[src/rtl/triangle_pixel_iterator.sv]
// Bounding-box pixel iterator: takes one setup triangle, clamps its screen box
// to the framebuffer and streams every covered coordinate in row-major order.

package fixed_pkg;
    localparam int FIXED_WIDTH = 32;
    localparam int FRAC_BITS   = 16;
    typedef logic signed [FIXED_WIDTH-1:0] fixed_t;
endpackage

package raster_pkg;
    import fixed_pkg::*;

    typedef struct packed {
        fixed_t x;
        fixed_t y;
    } vec2_t;

    typedef struct packed {
        vec2_t       position;
        logic [23:0] color;
    } vertex_t;

    typedef struct packed {
        vertex_t a;
        vertex_t b;
        vertex_t c;
        fixed_t  area_inv;
    } attributed_triangle_t;

    typedef struct packed {
        logic [9:0] x;
        logic [9:0] y;
    } pixel_coordinate_t;

    typedef struct packed {
        logic last;
    } pixel_coordinate_metadata_t;
endpackage

module triangle_pixel_iterator
    import fixed_pkg::*;
    import raster_pkg::*;
#(
    parameter int SCREEN_WIDTH  = 320,
    parameter int SCREEN_HEIGHT = 240
) (
    input  logic                                     clk,
    input  logic                                     reset,
    input  logic                                     triangle_s_valid,
    output logic                                     triangle_s_ready,
    input  logic [$bits(attributed_triangle_t)-1:0]  triangle_s_data,
    output logic [$bits(attributed_triangle_t)-1:0]  triangle_out,
    output logic                                     coord_m_valid,
    input  logic                                     coord_m_ready,
    output logic [$bits(pixel_coordinate_t)-1:0]     coord_m_data,
    output logic [$bits(pixel_coordinate_metadata_t)-1:0] coord_m_metadata,
    output logic                                     busy
);

    localparam int PIX_W = FIXED_WIDTH - FRAC_BITS;
    typedef logic signed [PIX_W-1:0] pix_t;
    typedef logic [9:0] cnt_t;

    localparam pix_t X_LAST = pix_t'(SCREEN_WIDTH - 1);
    localparam pix_t Y_LAST = pix_t'(SCREEN_HEIGHT - 1);

    localparam logic [1:0] IDLE  = 2'd0;
    localparam logic [1:0] SETUP = 2'd1;
    localparam logic [1:0] EMIT  = 2'd2;

    logic [1:0]           state;
    attributed_triangle_t tri_q;
    cnt_t                 x, y;
    cnt_t                 xmin_q, xmax_q, ymax_q;

    pix_t ax, ay, bx, by, cx, cy;
    pix_t px_min, px_max, py_min, py_max;
    logic box_empty;
    cnt_t x_lo, x_hi, y_lo, y_hi;
    logic last;
    logic accept;

    // Arithmetic shift of a signed fixed value floors toward minus infinity.
    function automatic pix_t to_pixel(input fixed_t v);
        return pix_t'(v >>> FRAC_BITS);
    endfunction

    function automatic pix_t min3(input pix_t p, input pix_t q, input pix_t r);
        pix_t m;
        m = (p < q) ? p : q;
        return (r < m) ? r : m;
    endfunction

    function automatic pix_t max3(input pix_t p, input pix_t q, input pix_t r);
        pix_t m;
        m = (p > q) ? p : q;
        return (r > m) ? r : m;
    endfunction

    always_comb begin
        ax = to_pixel(tri_q.a.position.x);
        ay = to_pixel(tri_q.a.position.y);
        bx = to_pixel(tri_q.b.position.x);
        by = to_pixel(tri_q.b.position.y);
        cx = to_pixel(tri_q.c.position.x);
        cy = to_pixel(tri_q.c.position.y);

        px_min = min3(ax, bx, cx);
        px_max = max3(ax, bx, cx);
        py_min = min3(ay, by, cy);
        py_max = max3(ay, by, cy);

        // Reject on the unclamped signed box so far-off triangles never wrap in.
        box_empty = (px_max < 0) || (py_max < 0) || (px_min > X_LAST) || (py_min > Y_LAST);

        x_lo = (px_min < 0)      ? '0           : cnt_t'(px_min);
        y_lo = (py_min < 0)      ? '0           : cnt_t'(py_min);
        x_hi = (px_max > X_LAST) ? cnt_t'(X_LAST) : cnt_t'(px_max);
        y_hi = (py_max > Y_LAST) ? cnt_t'(Y_LAST) : cnt_t'(py_max);
    end

    assign triangle_s_ready = (state == IDLE) && !reset;
    assign accept           = (state == IDLE) && triangle_s_valid;
    assign busy             = (state != IDLE);
    assign coord_m_valid    = (state == EMIT);
    assign last             = (state == EMIT) && (x == xmax_q) && (y == ymax_q);
    assign coord_m_data     = {x, y};
    assign coord_m_metadata = last;
    assign triangle_out     = tri_q;

    always_ff @(posedge clk) begin
        if (reset) begin
            state  <= IDLE;
            tri_q  <= '0;
            x      <= '0;
            y      <= '0;
            xmin_q <= '0;
            xmax_q <= '0;
            ymax_q <= '0;
        end else begin
            case (state)
                IDLE: begin
                    if (accept) begin
                        tri_q <= triangle_s_data;
                        state <= SETUP;
                    end
                end
                SETUP: begin
                    if (box_empty) begin
                        state <= IDLE;
                    end else begin
                        x      <= x_lo;
                        y      <= y_lo;
                        xmin_q <= x_lo;
                        xmax_q <= x_hi;
                        ymax_q <= y_hi;
                        state  <= EMIT;
                    end
                end
                EMIT: begin
                    if (coord_m_ready) begin
                        if (last) begin
                            state <= IDLE;
                        end else if (x == xmax_q) begin
                            x <= xmin_q;
                            y <= y + 10'd1;
                        end else begin
                            x <= x + 10'd1;
                        end
                    end
                end
                default: state <= IDLE;
            endcase
        end
    end

endmodule

[config.mk]
export PLATFORM = sky130hd
export DESIGN_NAME = triangle_pixel_iterator
export DESIGN_NICKNAME = d
export VERILOG_FILES = /design/src/rtl/triangle_pixel_iterator.sv
export SDC_FILE = /design/constraint.sdc
export NUM_CORES = 1
export LEC_CHECK = 0
export ABC_CLOCK_PERIOD_IN_PS = 6300
export CAP_MARGIN = 20
export CORE_MARGIN = 5
export CORE_UTILIZATION = 30
export CTS_BUF_LIST = sky130_fd_sc_hd__clkbuf_4
export CTS_CLUSTER_DIAMETER = 50
export CTS_CLUSTER_SIZE = 10
export DETAILED_ROUTE_END_ITERATION = 10
export GPL_TIMING_DRIVEN = 1
export PLACE_DENSITY = 0.71
export SETUP_SLACK_MARGIN = 0.3
export SLEW_MARGIN = 0
export SYNTH_ARGS = -nofsm -noshare
export SYNTH_HDL_FRONTEND = slang
export SYNTH_SLANG_ARGS = --single-unit
[constraint.sdc]
create_clock -name clk -period 6.3 [get_ports clk]
set_input_delay 1.26 -clock clk [delete_from_list [all_inputs] [get_ports clk]]
set_output_delay 1.26 -clock clk [all_outputs]
set_load 0.05 [all_outputs]
**After elaboration in Yosys (flattened, before gate mapping)**

Index checks and enable logic that the tools add are counted.

- Register bits after elaboration: 348
- Input bits: 300
- Word-level logic and storage cells: 88

- Add/sub/neg operators: 2
- Magnitude comparators: 16
- Equality and inequality tests: 10
- Muxes and demuxes: 27
- Bitwise gates (word level): 1
- Reductions and logical operators: 16

Operator list:

| operator | count |
|---|---|
| 2-to-1 mux 16 bit | 8 |
| 2-to-1 mux 10 bit | 12 |
| greater-than comparator 16 bit | 4 |
| < comparator 16 x 1 -> 1 bit, second input constant | 4 |
| < comparator 16 bit | 4 |
| case mux 10 bit (2 select lines) | 2 |
| greater-than comparator 16 x 10 -> 1 bit, second input constant | 2 |
| greater-than comparator 16 x 9 -> 1 bit, second input constant | 2 |
| adder 10 x 1 -> 10 bit, second input constant | 2 |
| == test 10 bit | 2 |
| 2-to-1 mux 2 bit | 4 |
| inequality test 2 x 1 -> 1 bit, second input constant | 3 |
| inequality test 2 bit, second input constant | 3 |
| case mux 2 bit (3 select lines) | 1 |
| AND reduction 5 bit | 1 |
| logical AND 1 bit | 4 |
| AND reduction 2 bit | 2 |
| AND reduction 4 bit | 1 |
| nonzero test 2 bit | 2 |
| logical OR 1 bit | 3 |
| AND reduction 3 bit | 1 |
| == test 2 x 1 -> 1 bit, second input constant | 1 |
| == test 2 bit, second input constant | 1 |
| zero test 2 bit | 1 |
| other kinds (2) | 2 |

**Logic depth before layout (Yosys ltp)**

Gate-level depths: netlist (run 1).

- Word-level depth: 10
- Gate-level depth with buffers: 26
- Mapped depth without buffers: 21

**Worst setup path after synthesis (run 1)**

No wires, ideal clock.

- Path type: reg2reg
- Start: register tri_q, in the netlist triangle_out[207]
- End: register x[2]
- Library setup time: 0.122 ns
- Arrival time: 6.325 ns
- Required time: 6.178 ns
- Slack: -0.146 ns
- Stages on the path, launching flop included: 24
- Path buffers: 4
- Clock period less this slack: 6.446 ns
- Path through: dfxtp_1 -> inv_1 -> ha_1 -> buf_4 -> nand4_2 -> a2111oi_4 -> nor4_2 -> nor2_1 -> clkbuf_1 -> mux2i_1 -> ha_1 -> a21oi_1 -> a21oi_1 -> or3_1 -> or3_1 -> o32a_1 -> and4_4 -> buf_6 -> or2_1 -> buf_6 -> a2111oi_4 -> a21oi_2 -> or4_1 -> o311a_1

- Word-level cells in the longest chain between the ends: 10
- Elaborated cells between the ends (all ways): 19
- Those cells by class: 7 x order compare; 1 x eq/ne; 7 x mux; 4 x reduce/logical

RTL lines:

| item | line | RTL |
|---|---|---|
| start: declaration | 72 | `attributed_triangle_t tri_q;` |
| start signal: assignment | 144 | `tri_q <= triangle_s_data;` |
| greater-than comparator 16 bit | 96 | `m = (p > q) ? p : q;` |
| 2-to-1 mux 16 bit | 96 |  |
| greater-than comparator 16 bit | 97 | `return (r > m) ? r : m;` |
| 2-to-1 mux 16 bit | 97 |  |
| < comparator 16 x 1 -> 1 bit | 114 | `box_empty = (px_max < 0) \|\| (py_max < 0) \|\| (px_min > X_LAST) \|\| (py_min > Y_LAST);` |
| logical OR 1 bit (3 in a row) | 114 |  |
| inequality test 2 bit (no source line) | -- |  |
| AND reduction 4 bit (no source line) | -- |  |
| end signal: assignment | 152 | `x <= x_lo;` |
| end signal: assignment | 165 | `x <= xmin_q;` |
| end signal: assignment | 168 | `x <= x + 10'd1;` |
| end: declaration | 73 | `cnt_t x, y;` |

Several ways; a longest one is shown, not always the timed one. The select of a mux whose other input is x is not followed.
A chain may end at the register's enable or synchronous reset.

**Worst setup path in the final report (run 1)**

- Start: register tri_q, in the netlist triangle_out[193]
- End: register x[4]

Same word-level chain as after synthesis.

==> impl_metrics.py, run 1 <==
metrics = {
    "floorplanning": {
        "coreArea_mm2": 0.05531,
        "die_width_um": 246.9,
        "chipHeight_um": 246.9,
        "start_util_pct": 30.45,
        "ios": 620,
        "fp.dieArea_mm2": 0.06097,
        "floorplan.rows": 86,
    },
    "detailed_routing": {
        "wl_met1_um": 27750,
        "antenna_violating_nets_post_route": 0,
        "routed_wire_length_um": 69520,
        "routed.top_layer": "met5",
        "drtPass1Iterations": 7,
        "drt_drc_violations_left": 0,
        "detail_route.wl_per_cell_um": 19.61,
        "wl_met3_um": 5791,
        "num_vias": 17666,
        "initialDrtViolationCount": 1137,
        "met2_length_um": 33640,
        "vias_per_cell": 4.983,
    },
    "timing": {
        "rsz0062_at_grt": "no",
        "relative_slew_slack_pct": 27.97,
        "setup-violations-final": 0,
        "finClkSkew_ns": 0.04571,
        "layout_worst_path_cycle_share_pct": 93.00,
        "slew_viol_final": 0,
        "tightest_slew_ns": 1.080,
        "fmax_mhz": 170.7,
        "tmin_final_ns": 5.859,
        "finalHoldViolations": 0,
    },
    "logic_synthesis": {
        "ys.warnings.count": 0,
        "netlist.top_cell.by_area": "dfxtp_1",
        "synth_nets": 2561,
        "post_synth_instance_area_mm2": 0.01684,
        "synth_area_leaders": "dfxtp_1 (41%), nand2_1 (14%), a21oi_1 (11%)",
        "synthDominantCellAreaShare_pct": 41.37,
        "yosysSeqAreaShare_pct": 41.37,
        "syn-mean-instance-area_um2": 7.779,
        "async_reset_ff_share_pct": 0,
        "dominantRegCellSynth": "dfxtp_1",
        "flops_latches_synth": 348,
        "netlist-cell-type-count": 78,
        "postSynthCellCount": 2165,
        "synth_enable_flop_cells": 0,
    },
    "grt": {
        "grt_pass1_vias": 16615,
        "initial_antenna_violation_count": 18,
        "first_pass_grt_wire_length_um": 101700,
        "grt_overflow_total": 0,
        "grt_start_max_net_pins": 159,
        "track_usage_pct": 21.38,
    },
    "pwr": {
        "seq_power_share_pct": 34.8,
        "totalPowerFinal_uw": 7361,
        "swShare_pct": 41.81,
        "pint_uw": 4284,
        "switching_power_uw": 3078,
        "combinationalPowerShare_pct": 44.3,
        "p_leak_uw": 0.009550,
        "power.share.clock_pct": 21.0,
        "power-per-cell-area_mw_per_mm2": 293.8,
        "irDropWorstVdd_v": 0.0001792,
    },
    "clock_tree": {
        "tritoncts": "yes",
        "clockRootBuffer": "clkbuf_4",
        "postCtsHoldBufs": 0,
        "worstSkewPairLatency_ns": 0.83,
        "ctsLongestPathBuffers": 3,
        "cts_num_sinks": 348,
        "clk_pin_slew_ns": 0.11,
        "cts_inserted_buffers": 51,
        "ctsHtreeMaxLevel": 2,
    },
    "critical_path": {
        "timing.critical_path.slowest_cell_delay_ns": 0.55,
        "r2r-start": "triangle_out[193]",
        "worst-setup-path-type": "reg2reg",
        "timing.reg2reg.setup_slack_ns": 0.44,
        "worst_setup_path_startpoint": "triangle_out[193]",
        "critPathRequiredTime_ns": 6.98,
        "cell_chain_of_the_critical_path": "inv_1 -> ha_1 -> nor2b_1 -> o211ai_1 -> a2111oi_4 -> nor4_4 -> buf_4 -> nor2_2 -> mux2i_2 -> ha_1 -> a2111oi_0 -> o21ai_0 -> o211a_1 -> o41ai_4 -> a31oi_2 -> or4b_4 -> a2111oi_4 -> a21oi_2 -> or4_1 -> o311a_1",
        "worst_setup_path_end_kind": "register",
        "timing.critical_path.fanout_max": 6,
        "worst_setup_path_start_kind": "register",
        "critical_path.slowest_cell": "a2111oi_4",
        "worstPathArrival_ns": 6.54,
    },
    "finish": {
        "leading_cell_type_in_the_layout_fill_and_taps_excluded": "clkdlybuf4s50_1",
        "multi_input_area_mm2": 0.009388,
        "nets": 3157,
        "area_growth_from_synthesis_to_final_layout_pct": 48.78,
        "post_route_cells_drive_above_1_share_pct": 9.609,
        "final_cell_mix": "clkdlybuf4s50_1 (618), nand2_1 (617), a21oi_1 (356)",
        "n_fill_cell": 5572,
        "final_cell_count_no_fill": 3545,
        "layout.area.seq_mm2": 0.007018,
    },
    "placement": {
        "gpl.final_weighted_congestion": 0.9587,
        "port_buffers": 619,
        "dpl.cell_count": 3437,
        "dpl.hpwl_um": 51860,
    },
    "run_status": {
        "run_status": "complete, no violations",
    },
    "run": {
        "number_of_max_cap_violations": 0,
    },
    "min_path": {
        "min_from": "triangle_out[55]",
        "min_path_type": "reg2reg",
    },
}
[registers in the layout (all words and copies together) (netlist names)]
name / cells
ymax_q: 10
x: 10
triangle_out: 296
xmin_q: 10
xmax_q: 10
y: 10
state: 2
[cell families (layout without fill, tap and decap cells)]
kind of cell	Yosys count	count (layout)	synth area share, %
mux	58	58	3.492
xor+xnor	28	28	1.456
simple gates	881	882	22.16
fa+ha+maj	96	96	7.132
other cells	0	8	0
buf+inv	199	822	4.680
compound gates	555	555	19.71
flops	348	348	41.37
[worst max-delay path, delay by kind of cell (launching register included)]
| kind | cells | cell delay (ns) |
|---|---|---|
| AND/OR/NAND/NOR | 5 | 1.46 |
| flip-flops | 1 | 0.37 |
| buffers and inverters | 2 | 0.22 |
| AO/OA/AOI/OAI | 10 | 2.76 |
| multiplexers | 1 | 0.31 |
| adder cells (fa/ha/maj) | 2 | 0.59 |
[cell type report]
class | instances | area share (%)
multi-input cells | 1619 | 37.47
flip-flops and latches | 348 | 28.01
repair buffers | 686 | 27.13
diodes | 8 | 0.07990
well taps | 748 | 3.735
clock buffers | 54 | 1.618
clock inverters | 27 | 1.139
inverters | 55 | 0.8239
[metrics by stage]
| stage | TNS [ns] | util, % | setup slack (ns) | hold WS (ns) | area, µm² |
|---|---|---|---|---|---|
| 3_5_place_dp | -2.002 | 43.19 | -0.1526 | 0.4453 | 23890 |
| 5_1_grt | 0 | 45.29 | 0.1952 | 0.4732 | 25050 |
| 6_report | 0 | 45.30 | 0.4409 | 0.4541 | 25060 |
| 4_1_cts | 0 | 44.60 | 0.3210 | 0.4573 | 24670 |
| 2_1_floorplan | 0 | - | 0.3220 | 0.4412 | 16900 |
| 3_3_place_gp | -0.1078 | 43.19 | -0.04788 | 0.4407 | 23890 |
[worst paths after layout]
| kind | to | depth (start not counted) |
|---|---|---|
| worst max-delay path | x[4] | 20 |
| worst min-delay path | triangle_out[55] | 2 |
| worst max register to register | x[4] | 20 |
| worst min register to register | triangle_out[55] | 2 |
[synth_stat cells (4+ instances only)]
cell type and count:
nand2_1 619, a21oi_1 359, dfxtp_1 348, clkbuf_1 117, nor2_1 97, ha_1 96
inv_1 55, mux2i_1 52, o21ai_0 44, nor3_1 33, a211oi_1 25, nand3_1 24
nand4_1 24, a31oi_1 20, xor2_1 20, nor4_1 18, a31o_2 13, buf_1 13
buf_2 9, a21o_1 8, xnor2_1 8, and2_1 7, and3_1 7, nand2b_1 7
o211ai_1 7, o41ai_1 7, a21boi_0 6, mux2_2 6, nor3b_1 6, o311a_1 6
o31ai_1 6, or3_1 5, or4_1 5, a2111o_1 4, a311oi_1 4, and4_1 4
nor2b_1 4
[power groups by stage]
stage               combinational (µW)  sequential [µW]  clock, µW
finish                            3260             2560       1540
global placement                  3020             2600          0
CTS                               3090             2550       1610
floorplan                         1470             3100          0
detailed placement                3030             2600          0
global route                      3510             2580       1700
[timing repair]
action | in CTS | in global routing
setup buffers | 4 | 14
gates cloned | 0 | 1
resized for setup | 7 | 57
setup endpoints to repair | 51 | 49
pin swaps | 1 | 13
[metal layers]
metal,vias to the layer above,global-route usage (%)
li1,8705,-
met1,8150,25.96
met2,652,35.96
met3,155,6.528
met4,4,7.434
met5,-,0
Note: power is estimated with default switching activity, not from simulation.
==> run 2, diff against run 1 <==
--- a/config.mk
+++ b/config.mk
@@ -11,7 +11,6 @@
 export CORE_UTILIZATION = 30
 export CTS_BUF_LIST = sky130_fd_sc_hd__clkbuf_4
 export CTS_CLUSTER_DIAMETER = 50
-export CTS_CLUSTER_SIZE = 10
 export DETAILED_ROUTE_END_ITERATION = 10
 export GPL_TIMING_DRIVEN = 1
 export PLACE_DENSITY = 0.71
==> run 2 against run 1 <==
  * Die area is the same
  * Sequential power is essentially flat
  * Final cell count increased by 2.9%
  * Highest routed layer unchanged
  * Clock-buffer cell count rose by 87
  * Worst hold slack got worse by 0.0036 ns
  * Clock skew rose by 0.023 ns
  * First-iteration DRC count down 3.2%
  * Largest cell class unchanged
  * Worst setup slack improved by 0.046 ns
  * Cell area grew 2.8%
  * Combinational power rose by 2%
==> impl_metrics.py, run 2 (synthesis gave the netlist of run 1 again) <==
metrics = {
    "critical_path": {
        "cp.buffers_inverters": 4,
        "timing.critical_path.fanout_max": 7,
        "worstPathArrival_ns": 6.55,
        "worst-path-stages": 22,
        "critPathRequiredTime_ns": 7.04,
        "critical_path.slowest_cell": "or4_1",
        "timing.critical_path.slowest_cell_delay_ns": 0.52,
        "cell_chain_of_the_critical_path": "inv_1 -> ha_1 -> nand4_2 -> a2111o_1 -> a31oi_4 -> nor2_4 -> buf_12 -> buf_12 -> mux2i_4 -> ha_1 -> a21oi_2 -> a21oi_1 -> or3_1 -> or4b_1 -> o32a_1 -> a311oi_4 -> buf_4 -> or2_4 -> a221o_1 -> a21oi_2 -> or4_1 -> o311a_1",
        "worst_setup_path_start_kind": "register",
        "cp_top_family": "compound AO/OA/AOI/OAI gates",
        "worst-r2r-cell-count": 22,
        "worst_setup_path_end_kind": "register",
        "worst-setup-path-type": "reg2reg",
    },
    "run_status": {
        "run_status": "complete, no violations",
    },
    "floorplanning": {
        "chipHeight_um": 246.9,
        "floorplan.rows": 86,
        "fp.dieArea_mm2": 0.06097,
        "coreArea_mm2": 0.05531,
        "die_width_um": 246.9,
        "ios": 620,
        "start_util_pct": 30.45,
    },
    "finish": {
        "largest_register_ffs": 296,
        "final_cell_mix": "clkdlybuf4s50_1 (618), nand2_1 (617), a21oi_1 (355)",
        "utilization_pct": 46.57,
        "multi_input_area_mm2": 0.009449,
        "final_cell_area_mm2": 0.02576,
        "area_growth_from_synthesis_to_final_layout_pct": 52.95,
        "leading_cell_type_in_the_layout_fill_and_taps_excluded": "clkdlybuf4s50_1",
        "n_fill_cell": 5509,
        "post_route_cells_drive_above_1_share_pct": 12.28,
        "final_cell_count_no_fill": 3647,
        "layout.area.seq_mm2": 0.007018,
        "nets": 3209,
    },
    "timing": {
        "layout_worst_path_cycle_share_pct": 92.26,
        "tmin_final_ns": 5.813,
        "finClkSkew_ns": 0.06862,
        "setup-violations-final": 0,
        "finalHoldViolations": 0,
        "slew_viol_final": 0,
        "rsz0062_at_grt": "no",
        "setup_tns_ns": 0,
        "final.hold.worst_slack_ns": 0.4505,
        "tightest_slew_ns": 1.057,
        "relative_slew_slack_pct": 29.53,
        "fmax_mhz": 172.0,
    },
    "grt": {
        "first_pass_grt_wire_length_um": 103100,
        "track_usage_pct": 21.71,
        "grt_pass1_vias": 17143,
        "initial_antenna_violation_count": 19,
        "grt_overflow_total": 0,
        "grt_start_max_net_pins": 159,
    },
    "pwr": {
        "switching_power_uw": 3237,
        "combinationalPowerShare_pct": 41.2,
        "p_leak_uw": 0.009941,
        "seq_power_share_pct": 31.9,
        "power-per-cell-area_mw_per_mm2": 311.8,
        "irDropWorstVdd_v": 0.0001738,
        "swShare_pct": 40.30,
        "pint_uw": 4795,
        "power.share.clock_pct": 26.9,
    },
    "detailed_routing": {
        "initialDrtViolationCount": 1101,
        "drt_drc_violations_left": 0,
        "num_vias": 18012,
        "detail_route.wl_per_cell_um": 19.32,
        "vias_per_cell": 4.939,
        "drtPass1Iterations": 5,
        "routed_wire_length_um": 70470,
        "antenna_violating_nets_post_route": 0,
    },
    "run": {
        "number_of_max_cap_violations": 0,
    },
    "clock_tree": {
        "ctsHtreeMaxLevel": 3,
        "cts_inserted_buffers": 99,
        "clockRootBuffer": "clkbuf_4",
        "tritoncts": "yes",
        "ctsLongestPathBuffers": 3,
        "cts_num_sinks": 348,
        "worstSkewPairLatency_ns": 0.85,
        "postCtsHoldBufs": 0,
        "clk_pin_slew_ns": 0.07,
    },
    "placement": {
        "gpl.final_weighted_congestion": 0.9587,
        "dpl.hpwl_um": 51860,
        "port_buffers": 619,
        "postPlaceCellArea_mm2": 0.02389,
        "dpl.cell_count": 3437,
    },
    "min_path": {
        "hold_path_depth": 2,
        "min_path_type": "reg2reg",
    },
}
[run 2: changes by cell type in the layout (fill, tap and decap cells not counted), moves of 4 or more]
cell / before / now
clkinvlp_4: 4 / 0
clkinv_1: 5 / 26
mux2i_1: 38 / 32
clkbuf_4: 54 / 142
[run 2: per-stage QoR]
step           power, µW  setup WS [ns]
2_1_floorplan       4579         0.3220
3_3_place_gp        5614       -0.04788
3_5_place_dp        5635        -0.1526
4_1_cts             7875         0.3024
5_1_grt             8517         0.2490
6_report            8032         0.4874
[run 2: layout make-up]
cell class,count,share of cell area [%]
Clock buffer,141,4.109
Tap cell,748,3.633
Inverter,55,0.8015
Clock inverter,39,0.9083
Multi-Input combinational cell,1619,36.68
Timing Repair Buffer,690,26.55
Antenna cell,7,0.06800
Sequential cell,348,27.25
[run 2: worst paths after layout]
path | start | endpoint | slack (ns)
setup / recovery | triangle_out[205] | x[2] | 0.49
hold / removal | triangle_out[55] | triangle_out[55] | 0.45
setup reg to reg | triangle_out[205] | x[2] | 0.49
hold reg to reg | triangle_out[55] | triangle_out[55] | 0.45
[run 2: power groups by stage]
stage	Sequential (µW)	Combinational, µW	Clock, µW
6_report	2560	3310	2160
5_1_grt	2580	3560	2370
4_1_cts	2560	3070	2250
3_5_place_dp	2600	3030	0
3_3_place_gp	2600	3020	0
2_1_floorplan	3100	1470	0
[run 2: per-layer routing]
layer | track usage [%] | vias to the layer above | share of wire [%]
li1 | - | 8869 | -
met2 | 36.19 | 673 | 49
met5 | 0 | - | 0.044
met1 | 25.73 | 8304 | 39
met3 | 7.198 | 162 | 8.4
met4 | 8.943 | 4 | 3.6
[run 2: repair_timing]
item / in CTS / in global routing
gates cloned: 0 / 2
gates resized for setup: 4 / 75
setup buffers: 3 / 18
pin swaps: 1 / 14
setup endpoints to repair: 50 / 51
[run 2: worst register-to-register path: stages, from the launching register on]
cell      delay (ns)
dfxtp_2         0.41
inv_1           0.08
ha_1            0.31
nand4_2         0.22
a2111o_1        0.50
a31oi_4         0.23
nor2_4          0.06
buf_12          0.15
buf_12          0.14
mux2i_4         0.18
ha_1            0.34
a21oi_2         0.13
a21oi_1         0.07
or3_1           0.40
or4b_1          0.51
o32a_1          0.25
a311oi_4        0.46
buf_4           0.19
or2_4           0.14
a221o_1         0.21
a21oi_2         0.09
or4_1           0.52
o311a_1         0.13
